==> src/rtl/mips_multicycle_control.sv <==
// Main control FSM for the multicycle MIPS-lite datapath; outputs decode from state, with FETCH's irwrite/pcwrite also depending on mem_ready.
// Instruction latency is lw=5, sw=4, R=4, beq=3, j=3 cycles; each mem_ready-low cycle in FETCH/MEMRD/MEMWR adds one.
module mips_multicycle_control #(
  parameter logic [5:0] OP_RTYPE = 6'b000000,
  parameter logic [5:0] OP_LW    = 6'b100011,
  parameter logic [5:0] OP_SW    = 6'b101011,
  parameter logic [5:0] OP_BEQ   = 6'b000100,
  parameter logic [5:0] OP_J     = 6'b000010
) (
  input  logic       clk,
  input  logic       rst_n,
  input  logic [5:0] op,
  input  logic [5:0] funct,
  input  logic       mem_ready,
  output logic       aluop1,
  output logic       aluop0,
  output logic       alusrca,
  output logic [1:0] alusrcb,
  output logic [1:0] pcsource,
  output logic       pcwrite,
  output logic       pcwritecond,
  output logic       iord,
  output logic       memread,
  output logic       memwrite,
  output logic       irwrite,
  output logic       regdst,
  output logic       memtoreg,
  output logic       regwrite,
  output logic       illegal_op,
  output logic [3:0] state
);

  typedef enum logic [3:0] {
    IDLE   = 4'd0,
    FETCH  = 4'd1,
    DECODE = 4'd2,
    MEMADR = 4'd3,
    MEMRD  = 4'd4,
    MEMWB  = 4'd5,
    MEMWR  = 4'd6,
    RTEXEC = 4'd7,
    RTWB   = 4'd8,
    BEQ    = 4'd9,
    JUMP   = 4'd10
  } state_t;

  state_t state_q, state_d;
  logic   funct_ok;

  assign state = state_q;

  always_comb begin
    funct_ok = 1'b0;
    case (funct)
      6'b100000, 6'b100010, 6'b100100, 6'b100101,
      6'b101010, 6'b100111, 6'b000000: funct_ok = 1'b1;
      default: funct_ok = 1'b0;
    endcase
  end

  always_ff @(posedge clk or negedge rst_n) begin
    if (!rst_n) state_q <= IDLE;
    else        state_q <= state_d;
  end

  always_comb begin
    state_d     = FETCH;
    aluop1      = 1'b0;
    aluop0      = 1'b0;
    alusrca     = 1'b0;
    alusrcb     = 2'b00;
    pcsource    = 2'b00;
    pcwrite     = 1'b0;
    pcwritecond = 1'b0;
    iord        = 1'b0;
    memread     = 1'b0;
    memwrite    = 1'b0;
    irwrite     = 1'b0;
    regdst      = 1'b0;
    memtoreg    = 1'b0;
    regwrite    = 1'b0;
    illegal_op  = 1'b0;
    case (state_q)
      IDLE: state_d = FETCH;
      FETCH: begin
        memread = 1'b1;
        alusrcb = 2'b01;
        irwrite = mem_ready;
        pcwrite = mem_ready;
        state_d = mem_ready ? DECODE : FETCH;
      end
      DECODE: begin
        alusrcb = 2'b11;
        // Illegal encodings fall through to FETCH with no write enable raised.
        if (op == OP_RTYPE && funct_ok)        state_d = RTEXEC;
        else if (op == OP_LW || op == OP_SW)   state_d = MEMADR;
        else if (op == OP_BEQ)                 state_d = BEQ;
        else if (op == OP_J)                   state_d = JUMP;
        else begin
          illegal_op = 1'b1;
          state_d    = FETCH;
        end
      end
      MEMADR: begin
        alusrca = 1'b1;
        alusrcb = 2'b10;
        state_d = (op == OP_LW) ? MEMRD : MEMWR;
      end
      MEMRD: begin
        memread = 1'b1;
        iord    = 1'b1;
        state_d = mem_ready ? MEMWB : MEMRD;
      end
      MEMWB: begin
        memtoreg = 1'b1;
        regwrite = 1'b1;
        state_d  = FETCH;
      end
      MEMWR: begin
        memwrite = 1'b1;
        iord     = 1'b1;
        state_d  = mem_ready ? FETCH : MEMWR;
      end
      RTEXEC: begin
        alusrca = 1'b1;
        aluop1  = 1'b1;
        state_d = RTWB;
      end
      RTWB: begin
        regdst   = 1'b1;
        regwrite = 1'b1;
        state_d  = FETCH;
      end
      BEQ: begin
        alusrca     = 1'b1;
        aluop0      = 1'b1;
        pcwritecond = 1'b1;
        pcsource    = 2'b01;
        state_d     = FETCH;
      end
      JUMP: begin
        pcwrite  = 1'b1;
        pcsource = 2'b10;
        state_d  = FETCH;
      end
      default: state_d = FETCH;
    endcase
  end

endmodule

==> config.mk <==
export PLATFORM = sky130hd
export DESIGN_NAME = mips_multicycle_control
export DESIGN_NICKNAME = d
export VERILOG_FILES = /design/src/rtl/mips_multicycle_control.sv
export SDC_FILE = /design/constraint.sdc
export NUM_CORES = 1
export LEC_CHECK = 0
export BUFFER_PORTS_ARGS = -buffer_cell sky130_fd_sc_hd__buf_2
export CORE_MARGIN = 3
export CORE_UTILIZATION = 35
export CTS_CLUSTER_SIZE = 25
export DETAILED_ROUTE_END_ITERATION = 10
export PLACE_DENSITY = 0.81
export RECOVER_POWER = 50
export SETUP_SLACK_MARGIN = 0.05
export SLEW_MARGIN = 20
export SYNTH_ARGS = -nofsm -noshare
export SYNTH_HDL_FRONTEND = slang
export SYNTH_SLANG_ARGS = --single-unit
export TNS_END_PERCENT = 20
==> constraint.sdc <==
create_clock -name clk -period 3 [get_ports clk]
set_clock_uncertainty 0.2 [all_clocks]
set_input_delay 0.45 -clock clk [delete_from_list [all_inputs] [get_ports clk]]
set_output_delay 0.45 -clock clk [all_outputs]
set_load 0.1 [all_outputs]
# After elaboration in Yosys (flattened, before gate mapping)
# Cells that the tools add are included.
[op_classes] n_eq_ne=20 mux=28 reduce_logical=9
[op_table] cell="== test 6 bit (second input constant)" n=8
[op_table] cell="one-hot mux 4 bit (6 select lines)" n=1
[op_table] cell="2-to-1 mux 1 bit" n=17
[op_table] cell="== test 4 x 3 -> 1 bit (second input constant)" n=4
[op_table] cell="2-to-1 mux 4 bit" n=4
[op_table] cell="== test 4 bit (second input constant)" n=3
[op_table] cell="zero test 6 bit" n=2
[op_table] cell="== test 4 x 2 -> 1 bit (second input constant)" n=2
[op_table] cell="OR reduction 7 bit" n=1
[op_table] cell="== test 6 x 2 -> 1 bit (second input constant)" n=1
[op_table] cell="== test 6 x 3 -> 1 bit (second input constant)" n=1
[op_table] cell="one-hot mux 2 bit (3 select lines)" n=1
[op_table] cell="OR reduction 2 bit" n=3
[op_table] cell="== test 4 x 1 -> 1 bit (second input constant)" n=1
[op_table] cell="2-to-1 mux 2 bit" n=2
[op_table] cell="one-hot mux 2 bit (2 select lines)" n=1
[op_table] cell="2-to-1 mux 3 bit" n=1
[op_table] cell="OR reduction 3 bit" n=1
[op_table] cell="one-hot mux 1 bit (2 select lines)" n=1
[op_table] cell="logical AND 1 bit" n=1
[op_table] cell="logical OR 1 bit" n=1
[word_totals] register_bits=4 in_bits=15 out_inout_bits=21 elab_cells=58

# Logic depth before layout (Yosys ltp)
[depth] ltp_word=6 ltp_mapped=5 mapped_depth_nobuf=4

# Worst setup path after synthesis
# Ideal clock, no wire load.
[synth_path] path_kind="register to output" from="reg state_q[0], in the netlist state[0]" to="out pcwrite" t_arrival_ns=5.308 t_required_ns=2.350 slack_ns=-2.958 path_stages_with_launch=5 path_buffers=1 path_cell_list="dfrtp_1 buf_2 nand2b_1 nor4b_1 or2_2"
[synth_between] elab_chain_cells=2 elab_cells_between_ends=3 classes_between="2 x eq/ne; 1 x mux"
[synth_rtl] element="start: declaration" line="47" text="state_t state_q, state_d;"
[synth_rtl] element="start signal: assignment" line="63" text="else state_q <= state_d;"
[synth_rtl] element="== test 4 bit / == test 4 x 1 -> 1 bit (equally long branches)" line="83" text="case (state_q)"
[synth_rtl] element="one-hot mux 1 bit (2 select lines) *" line="83"
[synth_rtl] element="end: declaration" line="20" text="output logic pcwrite,"
# Mark *: on every way between the ends. The rest lies on a longest branch, timed or not.

# Final worst setup path
[layout_path] from="reg state_q[0], in the netlist state[0]" to="out illegal_op"
[layout_between] elab_chain_cells=2
[layout_rtl] element="== test 4 x 2 -> 1 bit" line="83"
[layout_rtl] element="2-to-1 mux 1 bit" line="83"
[layout_rtl] element="end: declaration" line="29" text="output logic illegal_op,"
# No other way between the ends.

==> results_dict.tcl <==
set metrics [dict create \
    grt_antenna_before_repair 0 \
    grt_pass1_wl_um 2480 \
    fmax_ghz 0.354 \
    rows 12 \
    cp_max_fo 11 \
    cts_buffer_depth 2 \
    synth_seq_cells 4 \
    vias 615 \
    dieArea_um2 1840 \
    tightest_slew_ns 1.16 \
    ys_seq_area_share_pct 21.1 \
    crit_path_start_kind "flip-flop" \
    drv_cap 0 \
    syn-num-nets 82 \
    routedWlPerCell_um 12.8 \
    cts_buffers 3 \
    cts_tree "yes" \
    pin_count 36 \
    path_class "flip-flop to output port" \
    post_drt_via_cell_ratio 5.35 \
    report.final.setup_viol 0 \
    antenna_cells 0 \
    async_flop_share_pct 100 \
    cts_hold_buf 1 \
    required_ns 2.35 \
    syn_area_um2 475 \
    grt_usage_pct 17.3 \
    period_share_pct 94.0 \
    relSlewSlack_pct 22.7 \
    min_period_ns 2.82 \
    area_delta_synth_final_pct 57.4 \
    synth_warnings 0 \
    first_iter_violations 6 \
    gp_congestion 0.775 \
    drive_gt1_share_pct 47.5 \
    first_global_vias 588 \
    design_area_um2 748 \
    drt_first_pass_iters 4 \
    holdWs_ns 0.372 \
    numPortBuffers 35 \
    initial_utilization_pct 40.1 \
    dieHeight_um 42.9 \
    nets 118 \
    outcome "finished, final reports clean" \
    dp_hpwl_um 1150 \
    ys_types 30 \
    hold_viol_final 0 \
    synth.avg_cell_area_um2 7.10 \
    arrival_ns 2.17 \
    core_area_um2 1190 \
    clock_sinks 4 \
    worst_setup_path_end_kind "output port" \
    utilization_pct 63.1 \
    die_x_um 42.9 \
    rsz0062_at_grt "no" \
    post-cts-setup-buffers 0 \
    netlist_instances 67 \
    worstSkewPairLatency_ns 0.24 \
    cts_max_level 1 \
    drc_errors 0 \
    synth_edf_count 0 \
    cts_resized 0 \
    path_clk_slew_ns 0.04 \
    final_max_slew_viol_count 0 \
    cts-root-buf "clkbuf_4" \
    antenna_left 0 \
    largest_reg_flops 4 \
    grt_max_degree 15 \
    routed_wl_um 1470 \
    place_area_um2 737 \
    grt_overflow 0 \
    hold_class "primary input to async pin" \
    ys.flop_type "dfrtp_1" \
]
==> cell usage in the layout (no fill, tap or decap), drive strengths merged, types with 2 or more instances in the layout <==
cell type / Yosys / layout
buf: 2 / 28
nor2: 12 / 12
clkbuf: 3 / 10
nand2b: 6 / 6
o21ai: 5 / 5
nand2: 4 / 4
dfrtp: 4 / 4
nor3: 4 / 4
or3: 3 / 3
or2: 2 / 2
inv: 2 / 2
a31oi: 2 / 2
xnor2: 2 / 2
nor2b: 2 / 2
o211ai: 2 / 2
==> worst paths after layout <==
path,start,end,slack [ns],cells after the start
worst max register to register,state[0],state[1],1.17,4
worst min register to register,state[3],state[0],0.48,1
worst max-delay path,state[0],illegal_op,0.18,4
min in group clk,op[4],state[3],0.38,3
worst min-delay path,rst_n,state[0],0.37,2
max in group asynchronous,rst_n,state[1],2.02,2
==> metrics by stage <==
| step | setup slack (ns) | std cells | TNS [ns] |
|---|---|---|---|
| floorplan | -0.288 | 67 | -1.56 |
| global placement | 0.399 | 111 | 0 |
| detailed placement | 0.374 | 111 | 0 |
| CTS | 0.181 | 115 | 0 |
| global route | 0.0743 | 115 | 0 |
| finish | 0.179 | 115 | 0 |
==> synthesized netlist by cell type, drive strengths merged, types with 2 or more instances <==
cell type	n	area share (%)
xnor2	2	3.7
nand2b	6	7.9
nor2	12	9.5
buf	2	2.6
nor2b	2	2.6
a31oi	2	2.6
nand2	4	3.2
or2	2	2.6
o211ai	2	3.2
or3	3	5.0
dfrtp	4	21
clkbuf	3	2.4
inv	2	1.6
nor3	4	4.2
o21ai	5	5.3
==> kinds of logic (layout without fill, tap and decap cells) <==
kind of cell / Yosys count / count (layout) / share of synthesized area (%)
XOR/XNOR: 2 / 2 / 3.68
flip-flops: 4 / 4 / 21.1
AO/OA/AOI/OAI: 15 / 15 / 21.1
multiplexers: 1 / 1 / 2.11
buffers and inverters: 7 / 41 / 6.58
AND/OR/NAND/NOR: 38 / 38 / 45.5
==> layout make-up <==
cell class	instances	area, um2
Clock buffer	3	22.5
Fill cell	121	438
Inverter	2	7.51
Multi-Input combinational cell	56	420
Sequential cell	4	104
Tap cell	14	17.5
Timing Repair Buffer	36	176
==> per-layer routing <==
metal | vias up | wire length [um] | track usage (%)
li1 | 309 | - | -
met1 | 277 | 619 | 21.1
met2 | 26 | 720 | 29.0
met3 | 3 | 104 | 2.97
met4 | 0 | 22 | 7.45
met5 | - | 0 | 0
==> worst max-delay path: stages (launching register included) <==
cell and delay (ns):
dfrtp_1 0.50, nand2b_2 0.32, or3_4 0.40, nor4bb_4 0.25, buf_2 0.46
Power is not shown: default switching activity piles up to over one toggle a cycle in this logic, so the estimate is an artifact.
